==> src/rtl/vsync_timing_decoder.sv <==
// Purpose : recovers vertical timing from incoming active-low hsync/vsync. It measures
//           the frame period and the vsync width in lines, locks after two identical
//           consecutive frames, and then regenerates yposition and an active-line flag.
// Latency : the registered outputs update on the same CLK edge that samples the input
//           edge into the hs/vs delay flops, so they are visible one cycle after that edge.
// Backpressure: none. Syncs are free-running, and the decoder never stalls its source.
//
// Ports:
//   CLK, RESET              system clock; synchronous active-high reset
//   hsync, vsync            active-low syncs, already in the CLK domain
//   BackPorch, ActiveVideo  vertical window: lines from the vsync release, and the active line count
//   TotalLines, SyncLines   locked frame period and vsync width, held while not locked
//   yposition, ActiveLine   active line index and active-region flag (only while locked)
//   Locked, FrameStart      lock flag; one-cycle pulse per vsync fall accepted into LOCKED
// Optional build macro VSYNC_DECODER_ERRCNT_EN adds LockLossCount, an 8-bit saturating
// count of transitions out of LOCKED.

module vsync_timing_decoder #(
  parameter int yresolution = 10
) (
  input  logic                   CLK,
  input  logic                   RESET,
  input  logic                   hsync,
  input  logic                   vsync,
  input  logic [yresolution-1:0] BackPorch,
  input  logic [yresolution-1:0] ActiveVideo,
  output logic [yresolution-1:0] TotalLines,
  output logic [yresolution-1:0] SyncLines,
  output logic [yresolution-1:0] yposition,
  output logic                   ActiveLine,
  output logic                   Locked,
  output logic                   FrameStart
`ifdef VSYNC_DECODER_ERRCNT_EN
  ,
  output logic [7:0]             LockLossCount
`endif
);

  localparam logic [yresolution-1:0] CNT_MAX = '1;

  typedef enum logic [1:0] {
    SEARCH  = 2'd0,
    MEASURE = 2'd1,
    VERIFY  = 2'd2,
    LOCKED  = 2'd3
  } state_t;

  // Saturating increment shared by all line counters.
  function automatic logic [yresolution-1:0] sat_inc(input logic [yresolution-1:0] v,
                                                     input logic                   inc);
    return (inc && (v != CNT_MAX)) ? v + 1'b1 : v;
  endfunction

  state_t                 state_q, state_d;
  logic                   hs_dly_q, vs_dly_q;
  logic [yresolution-1:0] lc_q, lc_d;
  logic [yresolution-1:0] sc_q, sc_d;
  logic [yresolution-1:0] rc_q, rc_d;
  logic [yresolution-1:0] meas_sync_q, meas_sync_d;
  logic [yresolution-1:0] prev_total_q, prev_total_d;
  logic [yresolution-1:0] prev_sync_q, prev_sync_d;
  logic [yresolution-1:0] total_q, total_d;
  logic [yresolution-1:0] sync_q, sync_d;
  logic [yresolution-1:0] ypos_q, ypos_d;
  logic                   locked_q, locked_d;
  logic                   active_q, active_d;
  logic                   fs_q, fs_d;

  logic                   line_tick, vs_fall, vs_rise;
  logic                   timeout, frame_match;
  logic [yresolution-1:0] meas_total;
  logic [yresolution:0]   rc_ext, win_lo, win_hi;

  assign line_tick = hs_dly_q & ~hsync;
  assign vs_fall   = vs_dly_q & ~vsync;
  assign vs_rise   = ~vs_dly_q & vsync;

  // Period of the frame that ends at this vsync fall. A coincident hsync tick belongs
  // to the ending frame, so it is folded in here before lc clears.
  assign meas_total  = sat_inc(lc_q, line_tick);
  assign frame_match = (meas_total == prev_total_q) && (meas_sync_q == prev_sync_q);
  // A saturated line counter means no vsync for a full counter range.
  assign timeout     = (lc_q == CNT_MAX) && (state_q != SEARCH);

  always_comb begin
    lc_d         = vs_fall ? '0 : sat_inc(lc_q, line_tick);
    sc_d         = vs_fall ? '0 : sat_inc(sc_q, line_tick & ~vsync);
    meas_sync_d  = vs_rise ? sat_inc(sc_q, line_tick) : meas_sync_q;
    // A tick coincident with the vsync release is not part of the region count.
    rc_d         = vs_rise ? '0 : sat_inc(rc_q, line_tick);

    state_d      = state_q;
    prev_total_d = prev_total_q;
    prev_sync_d  = prev_sync_q;
    total_d      = total_q;
    sync_d       = sync_q;

    // A vsync fall takes priority over a timeout in the same cycle.
    if (vs_fall) begin
      case (state_q)
        SEARCH: state_d = MEASURE;
        MEASURE: begin
          prev_total_d = meas_total;
          prev_sync_d  = meas_sync_q;
          state_d      = VERIFY;
        end
        VERIFY, LOCKED: begin
          if (frame_match) begin
            total_d = meas_total;
            sync_d  = meas_sync_q;
            state_d = LOCKED;
          end else begin
            prev_total_d = meas_total;
            prev_sync_d  = meas_sync_q;
            state_d      = VERIFY;
          end
        end
        default: state_d = SEARCH;
      endcase
    end else if (timeout) begin
      state_d = SEARCH;
    end

    locked_d = (state_d == LOCKED);
    fs_d     = vs_fall && (state_d == LOCKED);

    // The window compare uses one extra bit so BackPorch+ActiveVideo cannot wrap.
    rc_ext   = {1'b0, rc_d};
    win_lo   = {1'b0, BackPorch};
    win_hi   = {1'b0, BackPorch} + {1'b0, ActiveVideo};
    active_d = locked_d && (rc_ext >= win_lo) && (rc_ext < win_hi);
    ypos_d   = active_d ? (rc_d - BackPorch) : '0;
  end

`ifdef VSYNC_DECODER_ERRCNT_EN
  logic [7:0] llc_q, llc_d;

  always_comb begin
    llc_d = llc_q;
    if ((state_q == LOCKED) && (state_d != LOCKED) && (llc_q != 8'hFF)) begin
      llc_d = llc_q + 8'd1;
    end
  end

  always_ff @(posedge CLK) begin
    if (RESET) begin
      llc_q <= 8'd0;
    end else begin
      llc_q <= llc_d;
    end
  end

  assign LockLossCount = llc_q;
`endif

  always_ff @(posedge CLK) begin
    if (RESET) begin
      state_q      <= SEARCH;
      // The delay flops reset to the idle (high) level so that a sync already held low
      // at reset release is not seen as an edge.
      hs_dly_q     <= 1'b1;
      vs_dly_q     <= 1'b1;
      lc_q         <= '0;
      sc_q         <= '0;
      rc_q         <= '0;
      meas_sync_q  <= '0;
      prev_total_q <= '0;
      prev_sync_q  <= '0;
      total_q      <= '0;
      sync_q       <= '0;
      ypos_q       <= '0;
      locked_q     <= 1'b0;
      active_q     <= 1'b0;
      fs_q         <= 1'b0;
    end else begin
      state_q      <= state_d;
      hs_dly_q     <= hsync;
      vs_dly_q     <= vsync;
      lc_q         <= lc_d;
      sc_q         <= sc_d;
      rc_q         <= rc_d;
      meas_sync_q  <= meas_sync_d;
      prev_total_q <= prev_total_d;
      prev_sync_q  <= prev_sync_d;
      total_q      <= total_d;
      sync_q       <= sync_d;
      ypos_q       <= ypos_d;
      locked_q     <= locked_d;
      active_q     <= active_d;
      fs_q         <= fs_d;
    end
  end

  assign TotalLines = total_q;
  assign SyncLines  = sync_q;
  assign yposition  = ypos_q;
  assign ActiveLine = active_q;
  assign Locked     = locked_q;
  assign FrameStart = fs_q;

endmodule

==> config.mk <==
export PLATFORM = sky130hd
export DESIGN_NAME = vsync_timing_decoder
export DESIGN_NICKNAME = d
export VERILOG_FILES = /design/src/rtl/vsync_timing_decoder.sv
export SDC_FILE = /design/constraint.sdc
export NUM_CORES = 1
export LEC_CHECK = 0
export ABC_AREA = 1
export ABC_CLOCK_PERIOD_IN_PS = 4800
export CAP_MARGIN = 15
export CORE_ASPECT_RATIO = 1.2
export CORE_UTILIZATION = 55
export DETAILED_ROUTE_END_ITERATION = 10
export PLACE_DENSITY = 0.8
export SYNTH_ARGS = -nofsm -noshare
export SYNTH_HDL_FRONTEND = slang
export SYNTH_SLANG_ARGS = --single-unit
==> constraint.sdc <==
create_clock -name CLK -period 4.8 [get_ports CLK]
set_input_delay 0.72 -clock CLK [delete_from_list [all_inputs] [get_ports CLK]]
set_output_delay 0.72 -clock CLK [all_outputs]
set_load 0.02 [all_outputs]
==> results of run 1 <==
registers in the layout, summed over array words and instances, names as in the netlist:
signal	cells
sc_q	10
TotalLines	10
yposition	10
rc_q	10
prev_sync_q	10
ActiveLine	1
state_q	2
SyncLines	10
vs_dly_q	1
prev_total_q	10
FrameStart	1
lc_q	10
Locked	1
meas_sync_q	10
hs_dly_q	1
stage by stage:
stage          setup WS, ps  cells
6_report                908    943
5_1_grt                 626    943
4_1_cts                 967    943
3_5_place_dp            616    928
3_3_place_gp            751    928
2_1_floorplan          1640    768
where the power goes:
group	total, mW	internal [mW]	switching [mW]
clock	0.663	0.363	0.299
combinational	0.275	0.106	0.169
sequential	0.852	0.832	0.0200
worst paths after layout:
check            endpoint  slack (ps)
min reg2reg  SyncLines[9]         440
max reg2reg  yposition[0]        1160
max          yposition[0]         910
min          SyncLines[9]         440
final cells by class:
type	instances	share of cell area [%]
flip-flops and latches	97	30.6
clock buffers	11	3.82
inverters	130	7.68
clock inverters	4	0.453
multi-input cells	519	45.9
repair buffers	59	9.18
well taps	123	2.42
layer usage:
metal,part of all wire (%),wire length [µm],track usage (%)
met5,0,0,0
met4,3.1,398,10.3
met3,4.4,567,4.12
met2,53,6860,49.5
met1,39,5030,29.3
cells by family after synthesis:
family          after synthesis  synth area share [%]
buf+inv                     152                  10.9
compound gates              170                  16.5
fa+ha+maj                    34                  8.08
simple gates                286                  24.2
flops                        97                  35.6
xor+xnor                     29                  4.66
synthesized netlist by cell type (2+ instances only):
cell         n
a221oi_1     2
nand3_1     34
nor2_2       3
buf_2        4
nor3_2      10
nor3_1      18
nor2_1      63
nand4_1      7
nand2_1    128
fa_1         2
nor4_1       8
dfxtp_1     97
buf_6        2
clkbuf_1    14
a21oi_1     83
o211ai_1     4
nand2_2      5
a211oi_1     4
inv_1      129
xnor2_1     10
ha_1        32
nand3b_1     4
o2111ai_1    2
xor2_1      19
o21ai_0     70
worst max-delay path, delay by kind of cell:
family	cells	cell delay (ps)
fa+ha+maj	1	250
compound gates	4	910
simple gates	7	1590
buf+inv	3	690
==> results.md, run 1 <==
- Status: finished, final reports clean
- Most frequent cells in the layout: 129 x inv_1, 128 x nand2_1, 97 x dfxtp_1
- HP Class: flip-flop to flip-flop
- Detailed Routing Iterations Pass 1: 8
- Routed vias/inst: 5.38
- Iter 0 DRT Violations: between 200 and 300
- CP Cell Sequence: clkdlybuf4s50_1 -> inv_1 -> nand2_2 -> a21oi_1 -> inv_1 -> nor3_1 -> a21oi_1 -> nor3_1 -> ha_1 -> nand2_1 -> o21ai_0 -> nand2_1 -> o2111ai_1 -> nand4_2 -> nor3_1
- Slowest CP cell: a21oi_1
- PortBufs: 56
- Slew @ Worst Pin: about 1100 ps
- Syn Std Cell Area: 5450 µm²
- IO Count: 57
- Routed WL: between 10 and 15 mm
- Clock Path Buffers: 2
- H-tree depth: 3
- Clock Sinks: 97
- Final net count: between 800 and 900
- Initial Util: approximately 57%
- Min Tclk post-route: about 4000 ps
- Total track usage: around a quarter
- Fillers: 829
- Yosys top cell area share: a little over a third
- Setup TNS Final: 0 ps
- Power Total: 1.79 mW
- Synth Warn #: 0
- Initial antenna violation count: 0
- Commonest non-fill, non-tap cell in the layout: inv_1
- Worst-path maximum fanout: 11
- Lkg Pwr: roughly 2.8 nW
- Die Span Y: ~110 µm
- Crit path launch type: input pin
- Max Cap Violations: 0
- Total gr overflow: 0
- Clock skew: approximately 8.9 ps
- Routed len/inst: 13.6 µm
- Full die area: around 10000 µm²
- Cell area after layout: about 6300 µm²
- CP max stage delay: ~410 ps
- Setup CP Type: input pin to flip-flop
- Hold path cells: 2
- Cell mode on critical path: nor3_1
- DR DRC count: 0
- Layout cell share with drive strength beyond 1: 5.12%
- CP endpoint kind: flip-flop
- R2R cell count: 15
- Reg area: slightly below 2000 µm²
- Vias in the first global route: around 4700
- Antenna Nets Post-Route: 0
- Mapped Cells: between 700 and 800
- Post-DP HPWL: roughly 10 mm
- First-pass GRT wire length: around 22 mm
- Util after Layout: around two thirds
- Hold slack: 442 ps
- Ant. Diodes: 0
- Fmax: 257 MHz
- Cts hold-fix bufs: 0
- Yosys cell types: 39
- Peak supply drop: 175 µV
- Final hold violations: 0
- Final setup vio count: 0
- Root Buffer: clkbuf_16
- Routability congestion estimate from global placement: about 0.99
- Area contributors post-synth: dfxtp_1 36%, inv_1 8.9%, nand2_1 8.8%
- Clk Latency, worst-skew pair: roughly 350 ps
- Clock-pin transition on the worst setup and hold timing paths: ~60 ps
- CTS Buf Count: 9
- Post-synth EDFFs: 0
- Via count: 5076
- Post-CTS sizing: 0
- Post-synthesis sequential area ratio: 35.6%
- Area delta synth->final: 16.5%
- Post-synth top area cell: dfxtp_1
- Crit path from: hsync
- Hold_sp: SyncLines[9]
- Flops & latches, synth: a little under 100
- CTS tree: done
- Critical Path RT: about 5100 ps
- Max Slew Vio Count: 0
- Die width: 92.9 µm
- PwrDens: between 200 and 300 nW/µm²
- Synth async-reset ratio: 0%
- Avg Inst Size Synth: roughly 7.1 µm²
- Net Count, Synth: between 800 and 900
- Core Region: 9560 µm²
- RSZ-0062 raised after global routing: no
- Crit share post-route: approximately four fifths
- Arr. time, crit path: 4150 ps
- Slew margin rel.: 26.7%
- Setup bufs post-CTS: 0
- Multi-input logic area: 2910 µm²
- Largest net degree at the start of global routing: 46
- Row cnt: 39
- Post-synth top flop: dfxtp_1
- Launch point of the worst reg-to-reg path: rc_q[0]
- Placed inst area: ~6100 µm²
Note: power is estimated with default switching activity, not from simulation.
==> inputs of run 2 (changes only) <==
- ABC_CLOCK_PERIOD_IN_PS: 4800 -> 3200
- CORE_UTILIZATION: 55 -> 52
- PLACE_DENSITY: 0.8 -> 0.79
- clock period: 4.8 -> 3.2 ns (I/O delays scaled with it)
==> results.md, run 2 (same netlist as run 1, synthesis figures left out) <==
- First-pass GRT wire length: 21.6 mm (-0.38%)
- H-tree depth: 3 (unchanged)
- Full die area: 10900 µm² (+5.7%)
- Routed len/inst: 13.1 µm (-4.0%)
- Final net count: 925 (+5.8%)
- Initial antenna violation count: 0 (unchanged)
- Post-placement setup slack: -196 ps (-813 ps)
- Total track usage: 25.3% (-1.2 points)
- Fillers: 825 (-0.48%)
- Die width: 95.4 µm (+2.8%)
- IO Count: 57 (unchanged)
- R2R cell count: 19 (+4)
- CP endpoint kind: flip-flop
- Routability congestion estimate from global placement: 0.907 (-8.1%)
- Most congested layer reported by global routing: met2
- Clock Sinks: 97 (unchanged)
- Max Cap Violations: 0 (unchanged)
- PwrDens: 410 nW/µm² (+46%)
- PortBufs: 56 (unchanged)
- Routed vias/inst: 5.27 (-2.1%)
- Antenna Nets Post-Route: 0 (unchanged)
- CTS Buf Count: 9 (unchanged)
- Iter 0 DRT Violations: 245 (-11%)
- Hold_sp: SyncLines[7]
- Row cnt: 40 (+2.6%)
- Clk Latency, worst-skew pair: 350 ps (about the same)
- Initial Util: 53.9% (-3.1 points)
- Crit share post-route: 94.9%
- Die Span Y: 114 µm (+2.8%)
- Setup CP Type: input pin to flip-flop
- Worst-path maximum fanout: 11 (unchanged)
- Crit path launch type: input pin
- HP Class: flip-flop to flip-flop
- Most frequent cells in the layout: 129 x inv_1, 127 x nand2_1, 96 x dfxtp_1
- Cell area after layout: 6920 µm² (+9.0%)
- Routed WL: 13.1 mm (+1.6%)
- Core Region: 10100 µm² (+5.7%)
- Via count: 5257 (+3.6%)
- GR Layer Usage met1: 27.7% (-1.6 points)
- Largest net degree at the start of global routing: 46 (unchanged)
- Hold path cells: 2 (unchanged)
- Met2 Use GR: 45.9% (-3.6 points)
- Min Tclk post-route: around 3000 ps
- Layout cell share with drive strength beyond 1: 12.8% (+7.7 points)
- DR DRC count: 0 (unchanged)
- Critical Path RT: 3470 ps (-1590 ps)
- Final worst slack: 164 ps (-744 ps)
- CTS tree: done
- Detailed Routing Iterations Pass 1: 4 (-4)
- Fmax: around 330 MHz
- Total gr overflow: 0 (unchanged)
- Lkg Pwr: 3.12 nW (+11%)
- Placed inst area: 6520 µm² (+7.3%)
- Vias in the first global route: 4971 (+5.6%)
- Final setup vio count: 0 (unchanged)
- Post-DP HPWL: 10.1 mm (+1.6%)
- Clock Path Buffers: 2 (unchanged)
- Clock skew: 8.64 ps (-0.243 ps)
- Final hold violations: 0 (unchanged)
- Max Slew Vio Count: 0 (unchanged)
- Crit path from: BackPorch[1]
- Slew margin rel.: 68.0% (+41 points)
- Area delta synth->final: 27.1%
- Launch point of the worst reg-to-reg path: rc_q[0]
- GR Layer Usage met3: 5.18% (+1.1 points)
- Arr. time, crit path: 3300 ps (-850 ps)
- Setup TNS Final: 0 ps (unchanged)
- Clock-pin transition on the worst setup and hold timing paths: 70 ps (about the same)
- Cts hold-fix bufs: 0 (unchanged)
- Commonest non-fill, non-tap cell in the layout: inv_1
- Ant. Diodes: 0 (unchanged)
- Util after Layout: 68.5% (+2.1 points)
- Peak supply drop: 252 µV (+44%)
- Slew @ Worst Pin: 480 ps (-619 ps)
- Status: finished, final reports clean
- Root Buffer: clkbuf_16
run 2: worst max-delay path, stage by stage:
cell,delay (ps)
clkdlybuf4s50_1,550
ha_1,260
a21oi_1,190
o21bai_1,130
nand2_1,70
o211ai_1,100
nand2_1,80
nand2_1,50
a21oi_1,150
xor2_1,180
ha_1,250
nand4_1,140
o21ai_0,100
a21oi_1,120
nand2_1,100
buf_12,160
nor3_2,180
run 2: area by class of cell:
cell class              instances  area [µm²]  share of cell area (%)
multi-input cells             519        3000                    43.4
flip-flops and latches         97        1940                    28.1
well taps                     126         158                    2.28
clock buffers                   9         225                    3.25
repair buffers                110        1030                    14.9
clock inverters                 7        77.6                    1.12
inverters                     130         488                    7.05
run 2: power by group:
| part | switching (mW) | internal, mW | leakage (nW) |
|---|---|---|---|
| Sequential | 0.0291 | 1.25 | 0.788 |
| Combinational | 0.273 | 0.205 | 2.19 |
| Clock | 0.475 | 0.612 | 0.146 |
run 2: path summary, 6_finish.rpt:
kind | end | slack, ps
worst min-delay path | SyncLines[7] | 440
worst min register to register | SyncLines[7] | 440
worst max register to register | yposition[7] | 240
worst max-delay path | yposition[7] | 160
run 2: through the flow:
| stage | power [mW] | instances | hold WS (ps) |
|---|---|---|---|
| after floorplan | 1.60 | 768 | 440 |
| after global placement | 1.75 | 981 | 432 |
| after detailed placement | 1.76 | 981 | 436 |
| after CTS | 2.84 | 997 | 446 |
| after global routing | 2.97 | 998 | 457 |
| final | 2.84 | 998 | 442 |
run 2: routing by layer:
layer / vias up / wire length [µm] / part of all wire [%]
li1: 2699 / - / -
met1: 2398 / 5330 / 41
met2: 122 / 6790 / 52
met3: 38 / 487 / 3.7
met4: 0 / 455 / 3.5
met5: - / 0 / 0
run 2: repair_timing:
action	in CTS	in global routing
setup endpoints to repair	0	11
gates resized for setup	0	19
buffers inserted	0	1
